### src/rtl/fight_pkg.sv
// Shared constants and helpers for the fight round controller.
// Action codes, state and winner encodings, default tuning values.
package fight_pkg;

  localparam logic [3:0] ACT_LIGHT = 4'h1;
  localparam logic [3:0] ACT_HEAVY = 4'h2;
  localparam logic [3:0] ACT_START = 4'h3;

  typedef enum logic [1:0] {
    ST_IDLE      = 2'b00,
    ST_COUNTDOWN = 2'b01,
    ST_FIGHT     = 2'b10,
    ST_OVER      = 2'b11
  } state_t;

  localparam logic [1:0] WIN_NONE = 2'b00;
  localparam logic [1:0] WIN_P1   = 2'b01;
  localparam logic [1:0] WIN_P2   = 2'b10;

  localparam int DEF_HEALTH_MAX    = 15;
  localparam int DEF_LIGHT_DMG     = 1;
  localparam int DEF_HEAVY_DMG     = 3;
  localparam int DEF_LIGHT_CD      = 4;
  localparam int DEF_HEAVY_CD      = 12;
  localparam int DEF_COUNTDOWN_CYC = 16;
  localparam int DEF_CD_W          = 8;

  // 5-bit subtract so an oversized hit clamps at zero instead of wrapping
  function automatic logic [3:0] sat_sub(
    input logic [3:0] h,
    input logic [4:0] d
  );
    logic [4:0] r;
    r = {1'b0, h} - d;
    return (d > {1'b0, h}) ? 4'd0 : r[3:0];
  endfunction

endpackage

### src/rtl/attack_cooldown.sv
// Per-player attack cooldown counter.
// ready is high while the counter sits at zero.
module attack_cooldown
  import fight_pkg::*;
#(
  parameter int CD_W = DEF_CD_W
) (
  input  logic            clk,
  input  logic            rst,
  input  logic            load,
  input  logic [CD_W-1:0] load_value,
  input  logic            clear,
  input  logic            enable,
  output logic            ready
);

  logic [CD_W-1:0] count;

  always_ff @(posedge clk) begin
    if (rst) begin
      count <= '0;
    end else if (load) begin
      count <= load_value;
    end else if (clear) begin
      count <= '0;
    end else if (enable && count != '0) begin
      count <= count - CD_W'(1);
    end
  end

  assign ready = (count == '0);

endmodule

### src/rtl/fight_round_ctrl.sv
// Round sequencer and attack arbiter for the two-player fighting game.
// Runs countdown/fight/over phases and keeps both health counters.
module fight_round_ctrl
  import fight_pkg::*;
#(
  parameter int HEALTH_MAX    = DEF_HEALTH_MAX,
  parameter int LIGHT_DMG     = DEF_LIGHT_DMG,
  parameter int HEAVY_DMG     = DEF_HEAVY_DMG,
  parameter int LIGHT_CD      = DEF_LIGHT_CD,
  parameter int HEAVY_CD      = DEF_HEAVY_CD,
  parameter int COUNTDOWN_CYC = DEF_COUNTDOWN_CYC,
  parameter int CD_W          = DEF_CD_W
) (
  input  logic       clk,
  input  logic       rst,
  input  logic [3:0] p1_cmd,
  input  logic       p1_cmd_valid,
  input  logic [3:0] p2_cmd,
  input  logic       p2_cmd_valid,
  output logic       round_start,
  output logic [1:0] state,
  output logic [3:0] p1_health,
  output logic [3:0] p2_health,
  output logic       hit_pulse,
  output logic       hit_player,
  output logic [1:0] winner
);

  state_t          st_q;
  logic [CD_W-1:0] cnt_q;
  logic            ptr_q;
  logic            p1_rdy;
  logic            p2_rdy;
  logic            fight;
  logic            p1_atk;
  logic            p2_atk;
  logic            g1;
  logic            g2;
  logic            go;
  logic [4:0]      dmg1;
  logic [4:0]      dmg2;
  logic [3:0]      p1_rem;
  logic [3:0]      p2_rem;
  logic [CD_W-1:0] cd1_val;
  logic [CD_W-1:0] cd2_val;

  assign fight = (st_q == ST_FIGHT);

  assign p1_atk = fight && p1_cmd_valid && p1_rdy &&
                  (p1_cmd == ACT_LIGHT || p1_cmd == ACT_HEAVY);
  assign p2_atk = fight && p2_cmd_valid && p2_rdy &&
                  (p2_cmd == ACT_LIGHT || p2_cmd == ACT_HEAVY);

  // ptr_q = 0 favours P1 on a tie, 1 favours P2
  assign g1 = p1_atk && (!p2_atk || !ptr_q);
  assign g2 = p2_atk && (!p1_atk || ptr_q);

  assign go = (st_q == ST_IDLE || st_q == ST_OVER) &&
              ((p1_cmd_valid && p1_cmd == ACT_START) ||
               (p2_cmd_valid && p2_cmd == ACT_START));

  assign dmg1 = (p1_cmd == ACT_HEAVY) ? 5'(HEAVY_DMG) : 5'(LIGHT_DMG);
  assign dmg2 = (p2_cmd == ACT_HEAVY) ? 5'(HEAVY_DMG) : 5'(LIGHT_DMG);

  assign cd1_val = (p1_cmd == ACT_HEAVY) ? CD_W'(HEAVY_CD) : CD_W'(LIGHT_CD);
  assign cd2_val = (p2_cmd == ACT_HEAVY) ? CD_W'(HEAVY_CD) : CD_W'(LIGHT_CD);

  assign p2_rem = sat_sub(p2_health, dmg1);
  assign p1_rem = sat_sub(p1_health, dmg2);

  attack_cooldown #(.CD_W(CD_W)) u_cd1 (
    .clk        (clk),
    .rst        (rst),
    .load       (g1),
    .load_value (cd1_val),
    .clear      (go),
    .enable     (1'b1),
    .ready      (p1_rdy)
  );

  attack_cooldown #(.CD_W(CD_W)) u_cd2 (
    .clk        (clk),
    .rst        (rst),
    .load       (g2),
    .load_value (cd2_val),
    .clear      (go),
    .enable     (1'b1),
    .ready      (p2_rdy)
  );

  always_ff @(posedge clk) begin
    if (rst) begin
      st_q        <= ST_IDLE;
      cnt_q       <= '0;
      ptr_q       <= 1'b0;
      round_start <= 1'b0;
      p1_health   <= 4'(HEALTH_MAX);
      p2_health   <= 4'(HEALTH_MAX);
      hit_pulse   <= 1'b0;
      hit_player  <= 1'b0;
      winner      <= WIN_NONE;
    end else begin
      hit_pulse <= 1'b0;
      unique case (st_q)
        ST_IDLE, ST_OVER: begin
          if (go) begin
            st_q      <= ST_COUNTDOWN;
            cnt_q     <= CD_W'(COUNTDOWN_CYC - 1);
            p1_health <= 4'(HEALTH_MAX);
            p2_health <= 4'(HEALTH_MAX);
            winner    <= WIN_NONE;
          end
        end
        ST_COUNTDOWN: begin
          if (cnt_q == '0) begin
            st_q        <= ST_FIGHT;
            round_start <= 1'b1;
          end else begin
            cnt_q <= cnt_q - CD_W'(1);
          end
        end
        ST_FIGHT: begin
          if (p1_atk && p2_atk) ptr_q <= ~ptr_q;
          if (g1) begin
            p2_health  <= p2_rem;
            hit_pulse  <= 1'b1;
            hit_player <= 1'b1;
            if (p2_rem == 4'd0) begin
              st_q        <= ST_OVER;
              round_start <= 1'b0;
              winner      <= WIN_P1;
            end
          end
          if (g2) begin
            p1_health  <= p1_rem;
            hit_pulse  <= 1'b1;
            hit_player <= 1'b0;
            if (p1_rem == 4'd0) begin
              st_q        <= ST_OVER;
              round_start <= 1'b0;
              winner      <= WIN_P2;
            end
          end
        end
      endcase
    end
  end

  assign state = st_q;

endmodule

### config.mk
export PLATFORM = sky130hd
export DESIGN_NAME = fight_round_ctrl
export DESIGN_NICKNAME = d
export VERILOG_FILES = /design/src/rtl/fight_pkg.sv /design/src/rtl/attack_cooldown.sv /design/src/rtl/fight_round_ctrl.sv
export SDC_FILE = /design/constraint.sdc
export NUM_CORES = 1
export LEC_CHECK = 0
export ABC_AREA = 1
export BUFFER_PORTS_ARGS = -buffer_cell sky130_fd_sc_hd__buf_4
export CORE_MARGIN = 1.5
export CORE_UTILIZATION = 55
export DETAILED_ROUTE_END_ITERATION = 16
export GPL_TIMING_DRIVEN = 0
export PLACE_DENSITY = 0.84
export SYNTH_ARGS = -nofsm -noshare
export SYNTH_HDL_FRONTEND = slang
export SYNTH_SLANG_ARGS = --single-unit
### constraint.sdc
create_clock -name clk -period 4.85 [get_ports clk]
set_input_delay 0 -clock clk [delete_from_list [all_inputs] [get_ports clk]]
set_output_delay 0 -clock clk [all_outputs]
set_load 0.02 [all_outputs]
==> results by group <==
Timing
  – Final Hold Viols: 0
  – Setup Skew: about 6.8 ps
  – Max-slew headroom: 0.6648
  – Final Max Tran Viols: 0
  – Min setup slack post-route: around 2800 ps
  – Final Setup Violations: 0
  – Fmax: ~490 MHz
  – RSZ-0062 raised after global routing: false
  – Final period util: 0.4202
  – Least-Margin Pin Slew: 502.7 ps
  – Setup TNS: 0 ps
  – Fin crit period: about 2000 ps

Clocking
  – CTS Buf Count: 5
  – Clock Path Buffers: 2
  – Clk Tree Root Cell: clkbuf_8
  – Clk pin slew, worst setup/hold paths: around 80 ps
  – Worst-skew pair later-pin latency: 300 ps
  – # clock sinks: 40
  – Postcts setup bufs: 0
  – Post_cts resized: 0
  – H-Tree Depth: 2
  – CTS tree: built
  – Cts hold-fix bufs: 0

Power and ir drop
  – Leakage: ~1.4 nW
  – Clock power frac: 0.154
  – Peak VDD IR: just over 0.3 mV
  – Switch Pwr: approximately 670 uW
  – Combinational share of power: 0.518
  – Pwr dens: 530.4 mW/mm^2
  – Sw Ratio: 0.4459
  – Internal power: approximately 840 uW
  – Sequential Power Share: 0.328

Synthesis
  – Ys flop type: dfxtp_1
  – Seq/Total Area, Yosys: 0.3208
  – Syn Std Cell Area: roughly 0.0025 sq mm
  – Syn Nets: just under 400
  – Avg Synthesized Cell Area: 6.876 sq um
  – YS warnings: 0
  – Post-Syn Instances: approximately 360
  – EDFF count, synth: 0
  – Synth cell types: 38
  – Count of state elements after synthesis: 40
  – Async SR Flop Fraction: 0

Run status
  – Outcome: finished, final reports clean

Floorplan
  – Die Span Y: 70.37 um
  – IO Pins: 27
  – Starting Density: 0.5733
  – Core ar.: 0.004354 sq mm
  – Die Span X: around 70 um
  – Full die area: roughly 0.005 sq mm
  – Row Count: 24

Global routing
  – Global-route wire length before repair: just over 9000 um
  – Vias in the first global route: ~2200
  – Grt ovf: 0
  – Initial antenna violation count: 0
  – GR Util All Layers: 0.2327
  – Largest net degree at the start of global routing: 13

Setup path
  – Startpoint Class: flip-flop
  – Top fanout value on the critical path: 4
  – Critical Path AT: between 2000 and 2500 ps
  – Setup crit end kind: flip-flop
  – Reg2reg start: p2_health[0]
  – Slowest CP cell: fa_1
  – Worst EP required: approximately 5100 ps
  – R2R Path End: state[0]
  – Crit-path max cell delay: approximately 540 ps
  – Critical Path, Cell by Cell: inv_1 -> fa_1 -> inv_1 -> o21ai_0 -> nand2_1 -> nor2_1 -> nand3_1 -> nand3_1 -> nand2_1 -> a21oi_1
  – Crit path launch: p2_health[0]
  – Crit-path leading delay family: adder cells
  – Crit path buffers/inverters: 2
  – Worst setup path endpoint: state[0]
  – Reg2Reg Depth: 10
  – Reg2Reg Setup Slack: approximately 2800 ps
  – Critical path class: flip-flop to flip-flop
  – WP depth: 10

Placed design
  – Post-DP HPWL: about 4000 um
  – Gpl congestion: about 0.9
  – Input/output buffers: 25
  – Setup WS pre-CTS: 2877 ps
  – Post-DP Area: approximately 0.0027 sq mm

Routing
  – Wire per inst: 11.89 um
  – Antenna Nets Post-Route: 0
  – Vias after detailed routing: 2347
  – DR iter-0 viols: 99
  – Drt drc: 0
  – Vias/cell: around 5.2
  – TritonRoute pass-1 iters: 4
  – Final wirelength: ~5300 um

Layout
  – Storage element area: between 800 and 900 sq um
  – Finished Cell Area: about 0.0028 sq mm
  – Area taken by multi-input logic gates: ~0.0015 sq mm
  – Finished Core Util: 0.6526
  – Most frequent cells in the layout: 81 x nand2_1, 47 x inv_1, 45 x nor2_1
  – Fill count: about 400
  – Antenna diodes: 0
  – Layout Nets: around 420
  – Synthesis-to-layout area growth: 13.83%
  – Most common cell after layout, fill and taps aside: nand2_1
  – Layout cell share with drive strength beyond 1: 0.1717

Job
  – MaxCap Viol Count: 0

Min path
  – Hold Crit Class: input port to flip-flop
registers in the layout (all words and copies together) (netlist names):
signal,cells
winner,2
state,2
p2_health,4
round_start,1
cnt_q,8
p1_health,4
hit_player,1
u_cd1.count,8
hit_pulse,1
u_cd2.count,8
ptr_q,1
worst min-delay path: cells and delay by family:
kind | cells | cell delay [ps]
buf+inv | 1 | 80
simple gates | 3 | 200
compound gates | 2 | 120
power groups by stage:
| stage | clock network [mW] | logic [mW] | registers (mW) |
|---|---|---|---|
| after CTS | 0.235 | 0.786 | 0.494 |
| after global placement | 0 | 0.751 | 0.498 |
| after floorplan | 0 | 0.582 | 0.524 |
| after global routing | 0.249 | 0.894 | 0.509 |
| after detailed placement | 0 | 0.778 | 0.501 |
| final | 0.232 | 0.781 | 0.494 |
stage by stage:
stage / instances / hold WS [ps] / total power [mW]
6_report: 448 / 140.7 / 1.507
5_1_grt: 448 / 171.0 / 1.651
4_1_cts: 448 / 143.3 / 1.515
3_5_place_dp: 440 / 418.9 / 1.279
3_3_place_gp: 440 / 415.8 / 1.249
2_1_floorplan: 363 / 304.2 / 1.105
cells in the mapped netlist, types with 4 or more instances:
| cell | instances | area, sq um |
|---|---|---|
| nand3_1 | 25 | 125.1 |
| ha_1 | 9 | 112.6 |
| nand3_2 | 4 | 40.04 |
| xor2_1 | 6 | 52.55 |
| nand2_4 | 5 | 56.30 |
| dfxtp_1 | 40 | 800.8 |
| nand4_1 | 4 | 25.02 |
| nand2_1 | 81 | 304.0 |
| inv_1 | 47 | 176.4 |
| o21ai_1 | 6 | 30.03 |
| nand2_2 | 9 | 56.30 |
| o21ai_0 | 12 | 60.06 |
| xnor2_1 | 5 | 43.79 |
| nor2_1 | 45 | 168.9 |
| nor3_1 | 4 | 20.02 |
| a21oi_1 | 33 | 165.2 |
layer usage:
metal  vias to the layer above  GRT usage  share of wire
met5                         -          0              0
met3                        10    0.04473          0.030
met1                      1072     0.2820           0.46
li1                       1232          -              -
met4                         0    0.07479          0.021
met2                        33     0.4109           0.48
cell families after synthesis:
family | after synthesis | synth area share
AND/OR/NAND/NOR | 187 | 0.3639
AO/OA/AOI/OAI | 59 | 0.1303
buffers and inverters | 55 | 0.08521
flip-flops | 40 | 0.3208
XOR/XNOR | 11 | 0.03860
adder cells (fa/ha/maj) | 11 | 0.06115
area by class of cell:
type                    count  area share
inverters                  51     0.06781
well taps                  52     0.02290
clock buffers               6     0.02906
repair buffers             25     0.06605
plain buffers               4    0.007045
multi-input cells         268      0.5218
flip-flops and latches     40      0.2818
clock inverters             2    0.003523
how the worst min path moves through the flow:
| stage | from | end | depth (start not counted) |
|---|---|---|---|
| 5_1_grt | rst | cnt_q[2] | 2 |
| 2_1_floorplan | rst | cnt_q[2] | 2 |
| 4_1_cts | p2_cmd[2] | hit_pulse | 6 |
| 3_3_place_gp | hit_pulse | hit_pulse | 1 |
| 3_5_place_dp | hit_pulse | hit_pulse | 1 |
| 6_report | p2_cmd[2] | hit_pulse | 6 |
Note: power is estimated with default switching activity, not from simulation.
